<file path="config.mk">
export PLATFORM = sky130hd
export DESIGN_NAME = sram_arbiter
export DESIGN_NICKNAME = d
export VERILOG_FILES = /design/src/rtl/sram_arbiter.sv
export SDC_FILE = /design/constraint.sdc
export NUM_CORES = 1
export LEC_CHECK = 0
export ABC_AREA = 1
export ABC_CLOCK_PERIOD_IN_PS = 1400
export BUFFER_PORTS_ARGS = -buffer_cell sky130_fd_sc_hd__buf_4
export CAP_MARGIN = 20
export CORE_UTILIZATION = 44
export DETAILED_ROUTE_END_ITERATION = 8
export GPL_TIMING_DRIVEN = 1
export PLACE_DENSITY = 0.76
export SKIP_LAST_GASP = 1
export SLEW_MARGIN = 20
export SYNTH_ARGS = -nofsm -noshare
export SYNTH_HDL_FRONTEND = slang
export SYNTH_SLANG_ARGS = --single-unit
</file>
<file path="constraint.sdc">
create_clock -name clk -period 1.4 [get_ports clk]
set_input_delay 0.28 -clock clk [delete_from_list [all_inputs] [get_ports clk]]
set_output_delay 0.28 -clock clk [all_outputs]
set_load 0.005 [all_outputs]
</file>
<file path="src/rtl/sram_arbiter.sv">
// Two-requester arbiter in front of a single-port SRAM controller.
// Round-robin on ties, one transaction in flight, sticky watchdog.
module sram_arbiter (
  input  logic        clk,
  input  logic        rst,
  input  logic        aRead,
  input  logic        aWrite,
  input  logic [31:0] aAddress,
  input  logic [31:0] aDataIn,
  output logic [31:0] aDataOut,
  output logic        aFreeze,
  input  logic        bRead,
  input  logic        bWrite,
  input  logic [31:0] bAddress,
  input  logic [31:0] bDataIn,
  output logic [31:0] bDataOut,
  output logic        bFreeze,
  output logic        memRead,
  output logic        memWrite,
  output logic [31:0] memAddress,
  output logic [31:0] memDataIn,
  input  logic [31:0] memDataOut,
  input  logic        memFreeze,
  output logic [1:0]  grant,
  output logic        memTimeout
);

  typedef enum logic [1:0] {
    IDLE, ISSUE, WAIT, RESP
  } state_t;

  state_t      state_q, state_d;
  logic        req_a, req_b;
  logic        take, pick_b;
  logic        hit, done, active;
  logic        owner_q, op_q, last_q;
  logic [31:0] addr_q, data_q;
  logic [3:0]  wdog_q;

  assign req_a = aRead | aWrite;
  assign req_b = bRead | bWrite;

  always_comb begin
    state_d = state_q;
    take    = 1'b0;
    pick_b  = 1'b0;
    hit     = 1'b0;
    done    = 1'b0;
    unique case (state_q)
      IDLE: begin
        if (req_a | req_b) begin
          take    = 1'b1;
          pick_b  = req_b & (~req_a | ~last_q);
          state_d = ISSUE;
        end
      end
      ISSUE: state_d = WAIT;
      WAIT: begin
        // wdog_q is 0 only in the first WAIT cycle
        if (wdog_q == 4'd14) begin
          hit     = 1'b1;
          state_d = RESP;
        end else if (wdog_q != 4'd0 && !memFreeze) begin
          done    = 1'b1;
          state_d = RESP;
        end
      end
      RESP:    state_d = IDLE;
      default: state_d = IDLE;
    endcase
  end

  always_ff @(posedge clk) begin
    if (rst) begin
      state_q    <= IDLE;
      owner_q    <= 1'b0;
      op_q       <= 1'b0;
      last_q     <= 1'b1;
      addr_q     <= '0;
      data_q     <= '0;
      wdog_q     <= '0;
      memTimeout <= 1'b0;
      aDataOut   <= '0;
      bDataOut   <= '0;
    end else begin
      state_q <= state_d;
      if (take) begin
        owner_q <= pick_b;
        op_q    <= pick_b ? bWrite : aWrite;
        addr_q  <= pick_b ? bAddress : aAddress;
        data_q  <= pick_b ? bDataIn : aDataIn;
      end
      if (state_q == ISSUE)
        wdog_q <= '0;
      else if (state_q == WAIT)
        wdog_q <= wdog_q + 4'd1;
      if (hit)
        memTimeout <= 1'b1;
      if (state_q == RESP)
        last_q <= owner_q;
      if (done && !op_q) begin
        if (owner_q)
          bDataOut <= memDataOut;
        else
          aDataOut <= memDataOut;
      end
    end
  end

  assign active = ~rst & (state_q != IDLE);

  assign memRead  = ~rst & (state_q == ISSUE) & ~op_q;
  assign memWrite = ~rst & (state_q == ISSUE) & op_q;

  assign memAddress = active ? addr_q : '0;
  assign memDataIn  = active ? data_q : '0;

  assign grant = active ? {owner_q, ~owner_q} : 2'b00;

  assign aFreeze = req_a & ~((state_q == RESP) & ~owner_q);
  assign bFreeze = req_b & ~((state_q == RESP) & owner_q);

endmodule
</file>
After elaboration in Yosys (flattened, before gate mapping)

Index checks and enable logic that the tools add are counted.

Add/subtract/negate cells: 1
Multiply operators: 0
Divide/modulo/power cells: 0
Magnitude comparators: 0
Eq/ne operators: 6
Shift operators: 0
Multiplexer cells: 19
Bitwise gates (word level): 20
Reduce and logical (&&, ||, !) cells: 11

Operators by type and width:

| cell                | count |
|---|---|
| $mux 32             | 4 |
| $mux 1              | 10 |
| $and 1x1->1         | 9 |
| $mux 2              | 4 |
| $pmux 2 s4          | 1 |
| $not 1->1           | 7 |
| $reduce_and 2->1    | 3 |
| $add 4x1->4 const B | 1 |
| $eq 2x2->1 const B  | 2 |
| $eq 4x4->1 const B  | 1 |
| $or 1x1->1          | 4 |
| $reduce_bool 4->1   | 1 |
| $ne 3x3->1 const B  | 1 |
| $eq 2x1->1 const B  | 1 |
| $logic_and 1x1->1   | 2 |
| $logic_not 1->1     | 2 |
| $logic_not 2->1     | 1 |
| $ne 2x2->1 const B  | 1 |
| $reduce_bool 2->1   | 1 |
| $reduce_or 2->1     | 1 |

Register bits after elaboration: 138
Bits in latches: 0
Memory bits (writable): 0
Memory bits (read-only): 0
Bits of input ports: 167
Output and inout port bits: 135
Word-level logic and storage cells: 67
Memories: 0

Logic depth before layout (Yosys ltp)

Depth after elaboration: 7
Gate-level depth with buffers: 11
Gate-level depth less buffers: 9

Worst setup path after synthesis

No wires, ideal clock.

Kind: reg2reg
Start point: reg state_q[0]
End point: reg aDataOut[25]
Library setup time: 0.115 ns
Arrival: 1.435 ns
Required time: 1.285 ns
Setup slack: -0.150 ns
Stages on the path, launching flop included: 12
Buffers on the path: 2
Period minus slack after synthesis: 1.550 ns
Cells stage by stage: dfxtp_1 > inv_1 > ha_1 > inv_2 > nor2_2 > nand2_1 > nor2_4 > buf_8 > buf_8 > nand3_1 > nand2_1 > nor2_1

Longest elaborated chain between the ends: 4

RTL lines:

| element                           | RTL line | text |
|---|---|---|
| start, declared                   | 32       | `state_t state_q, state_d;` |
| start signal, assigned            | 86       | `state_q <= state_d;` |
| $eq 2x2->1                        | 49       | `unique case (state_q)` |
| $mux 1                            | 49       |  |
| $logic_and 1x1->1                 | 101      | `if (done && !op_q) begin` |
| $reduce_and 2->1 (no source line) | -        |  |
| end signal, assigned              | 105      | `aDataOut <= memDataOut;` |
| end, declared                     | 10       | `output logic [31:0] aDataOut,` |

Every way passes these cells.
A chain may end at the register's enable or synchronous reset.

Final worst setup path

Start point: reg state_q[0]
End point: out grant[1]

Longest elaborated chain between the ends: 3

RTL lines:

| element           | RTL line | text |
|---|---|---|
| $reduce_bool 2->1 | 110      | `assign active = ~rst & (state_q != IDLE);` |
| $and 1x1->1       | 110      |  |
| $mux 2            | 118      | `assign grant = active ? {owner_q, ~owner_q} : 2'b00;` |
| end, declared     | 24       | `output logic [1:0] grant,` |

Every way passes these cells.

==> flow_summary.json <==
{
  "cp_data_arrival_time_ns": 1.76,
  "synth_mux_area_frac": 0,
  "grt_pass1_wl_um": 37700,
  "syn_inst": 1106,
  "wl_um": 27200,
  "maxCapViolCount": 0,
  "cts_buffer_depth": 2,
  "cts-root-buf": "clkbuf_16",
  "antenna_found_initial": 0,
  "finalSetupTns_ns": -88.41,
  "dr_wl_met2_um": 13500,
  "core_area_sq_um": 15800,
  "synth-xor-area-share": 0,
  "first_iter_violations": 534,
  "vias": 8608,
  "fin_nets": 1613,
  "initial_core_util": 0.449,
  "cp.required_ns": 1.12,
  "die_h_um": 129,
  "synth_seq_cells": 138,
  "num_io_pins": 302,
  "mappedNetlistNets": 1281,
  "insertion_delay_ns": 0.42,
  "p_sw_frac": 0.382,
  "hp-start": "aDataIn[3]",
  "fp.dieArea_sq_um": 16700,
  "overflow": 0,
  "endpoint_kind": "output port",
  "final_cells": 1667,
  "setup_viol": 200,
  "power_switching_mw": 7.49,
  "synth_area_sq_um": 7110,
  "placement.cell_area_sq_um": 9980,
  "synth_compound_area_frac": 0.103,
  "dp_cells": 1590,
  "wl_per_cell_um": 16.3,
  "hold_viol": 0,
  "maxSlewViolCount": 0,
  "ir_drop_mv": 0.992,
  "violations": "negative setup slack",
  "hold_buffers": 0,
  "ys_types": 20,
  "critPathMaxFanout": 14,
  "fp.dieW_um": 129,
  "cts_buffers": 17,
  "wl_met3_um": 2610,
  "dpl.hpwl_um": 16000,
  "routabilityCongestion": 0.866,
  "final_antenna_net_count": 0,
  "grt_max_degree": 67,
  "pwr_density_cell_nw_per_um2": 1630,
  "wl_met1_um": 10100,
  "comb_power_share": 0.504,
  "synth-simple-area-share": 0.329,
  "n_antenna_cell": 0,
  "clock-sinks": 138,
  "fp-row-count": 46,
  "drt_pre_antenna_iters": 5,
  "whs_ns": 0.139,
  "io_buffers": 301,
  "first_global_vias": 7551,
  "top_layer": "met4",
  "worstMarginPinSlew_ns": 0.411,
  "tritoncts": "built",
  "clk_pin_slew_worst_paths_ns": 0.06,
  "start_kind": "flip-flop",
  "syn2layout_area_growth_pct": 69.6,
  "synth_top_family_by_area": "simple AND/OR/NAND/NOR gates",
  "min_period_over_period": 1.45,
  "p_leak_nw": 5.98,
  "yosysSeqAreaShare": 0.388,
  "final_area_sq_um": 12100,
  "crit_start": "state_q[0]$_SDFFE_PP0P_",
  "fin_total_pwr_mw": 19.6,
  "worstSetupPathType": "reg2out",
  "p_seq_frac": 0.262,
  "slew_headroom": 0.726,
  "status": "complete, but fails checks",
  "yosys_warnings": 0,
  "final_core_util": 0.762,
  "finClkSkew_ns": 0.00749,
  "syn_area_per_cell_sq_um": 6.43,
  "rsz0062_at_grt": "true",
  "internal-power_mw": 12.1,
  "htree_levels": 4,
  "max_freq_mhz": 491,
  "grt_usage": 0.290,
  "place_ws_ns": -0.240,
  "hold_path.class": "in2reg",
  "pwr-share-clk": 0.235,
  "rr_startpoint": "state_q[0]$_SDFFE_PP0P_",
  "yosys.area_share.adder": 0.0141,
  "routed_via_density": 5.16,
  "drc": 0,
  "layout-drive-gt1-share": 0.407,
  "final.setup.worst_slack_ns": -0.635,
  "fin_crit_ns": 2.04
}
-- final cells by class --
class	instances	area (sq um)
clock buffer	25	485
inverter	177	673
tap	216	270
multi-input combinational	706	3930
clock inverter	7	114
sequential	138	2770
fill	1098	3760
timing repair buffer	398	3830
-- registers in the layout, indices dropped and copies added (netlist names) --
signal and cells:
wdog_q 4, state_q 2, last_q 1, aDataOut 32
op_q 1, owner_q 1, bDataOut 32, data_q 32
addr_q 32, memTimeout 1
-- final timing paths --
path                         endpoint  slack (ns)  cells past startpoint
max                          grant[1]       -0.64                      7
max reg2reg  aDataOut[2]$_SDFFE_PP0P_       -0.48                     14
min reg2reg    wdog_q[0]$_SDFFE_PP0N_        0.47                      2
min            data_q[3]$_SDFFE_PP0P_        0.14                      5
-- timing repair --
action	in CTS	in global routing
endpoints found under the setup margin	199	203
pin swaps	17	33
cloned	15	8
hold endpoints to repair	0	0
resized for setup	70	127
buffers inserted	20	17
-- cell usage after synthesis (all sizes together) --
cell type	n	area, sq um
nor3	3	15.0
nand3	198	991
buf	67	439
o21ai	5	25.0
dfxtp	138	2760
ha	8	100
inv	177	664
clkbuf	19	71.3
nand2	209	785
nor2	143	549
a21oi	139	711
-- placed cells by master (no fill, tap or decap), drive strengths merged --
cell type  count
inv          176
nand3        198
bufinv         3
bufbuf         1
a21oi        139
nor2         143
o21ai          5
buf          390
clkinv         4
nor3           3
clkinvlp       1
clkbuf        32
nand2        210
ha             8
dfxtp        138
-- power by group through the flow --
stage / Combinational, mW / Clock (mW) / Sequential [mW]
floorplan: 4.80 / 0 / 5.12
global placement: 7.59 / 0 / 5.13
detailed placement: 7.70 / 0 / 5.17
CTS: 8.98 / 4.64 / 5.10
global route: 10.6 / 4.85 / 5.19
finish: 9.87 / 4.61 / 5.13
-- logic make-up (layout without fill, tap and decap cells) --
family / after synthesis / count (layout)
DFF: 138 / 138
adders and majority gates: 8 / 8
and+or+nand+nor: 553 / 554
AOI/OAI and AO/OA: 144 / 144
buffers and inverters: 263 / 607
-- critical path: stages (launching register included) --
cell and delay [ns]:
dfxtp_2 0.36, inv_4 0.05, ha_4 0.16, clkinvlp_4 0.14, nand2_8 0.13, buf_16 0.19
nor2_1 0.15, buf_4 0.14
-- metal layers --
metal | track usage | vias to the layer above
met2 | 0.493 | 435
met1 | 0.325 | 3977
met5 | 0 | -
li1 | - | 4111
met4 | 0.140 | 0
met3 | 0.0979 | 85
No activity file was read; power rests on OpenSTA's default activity.
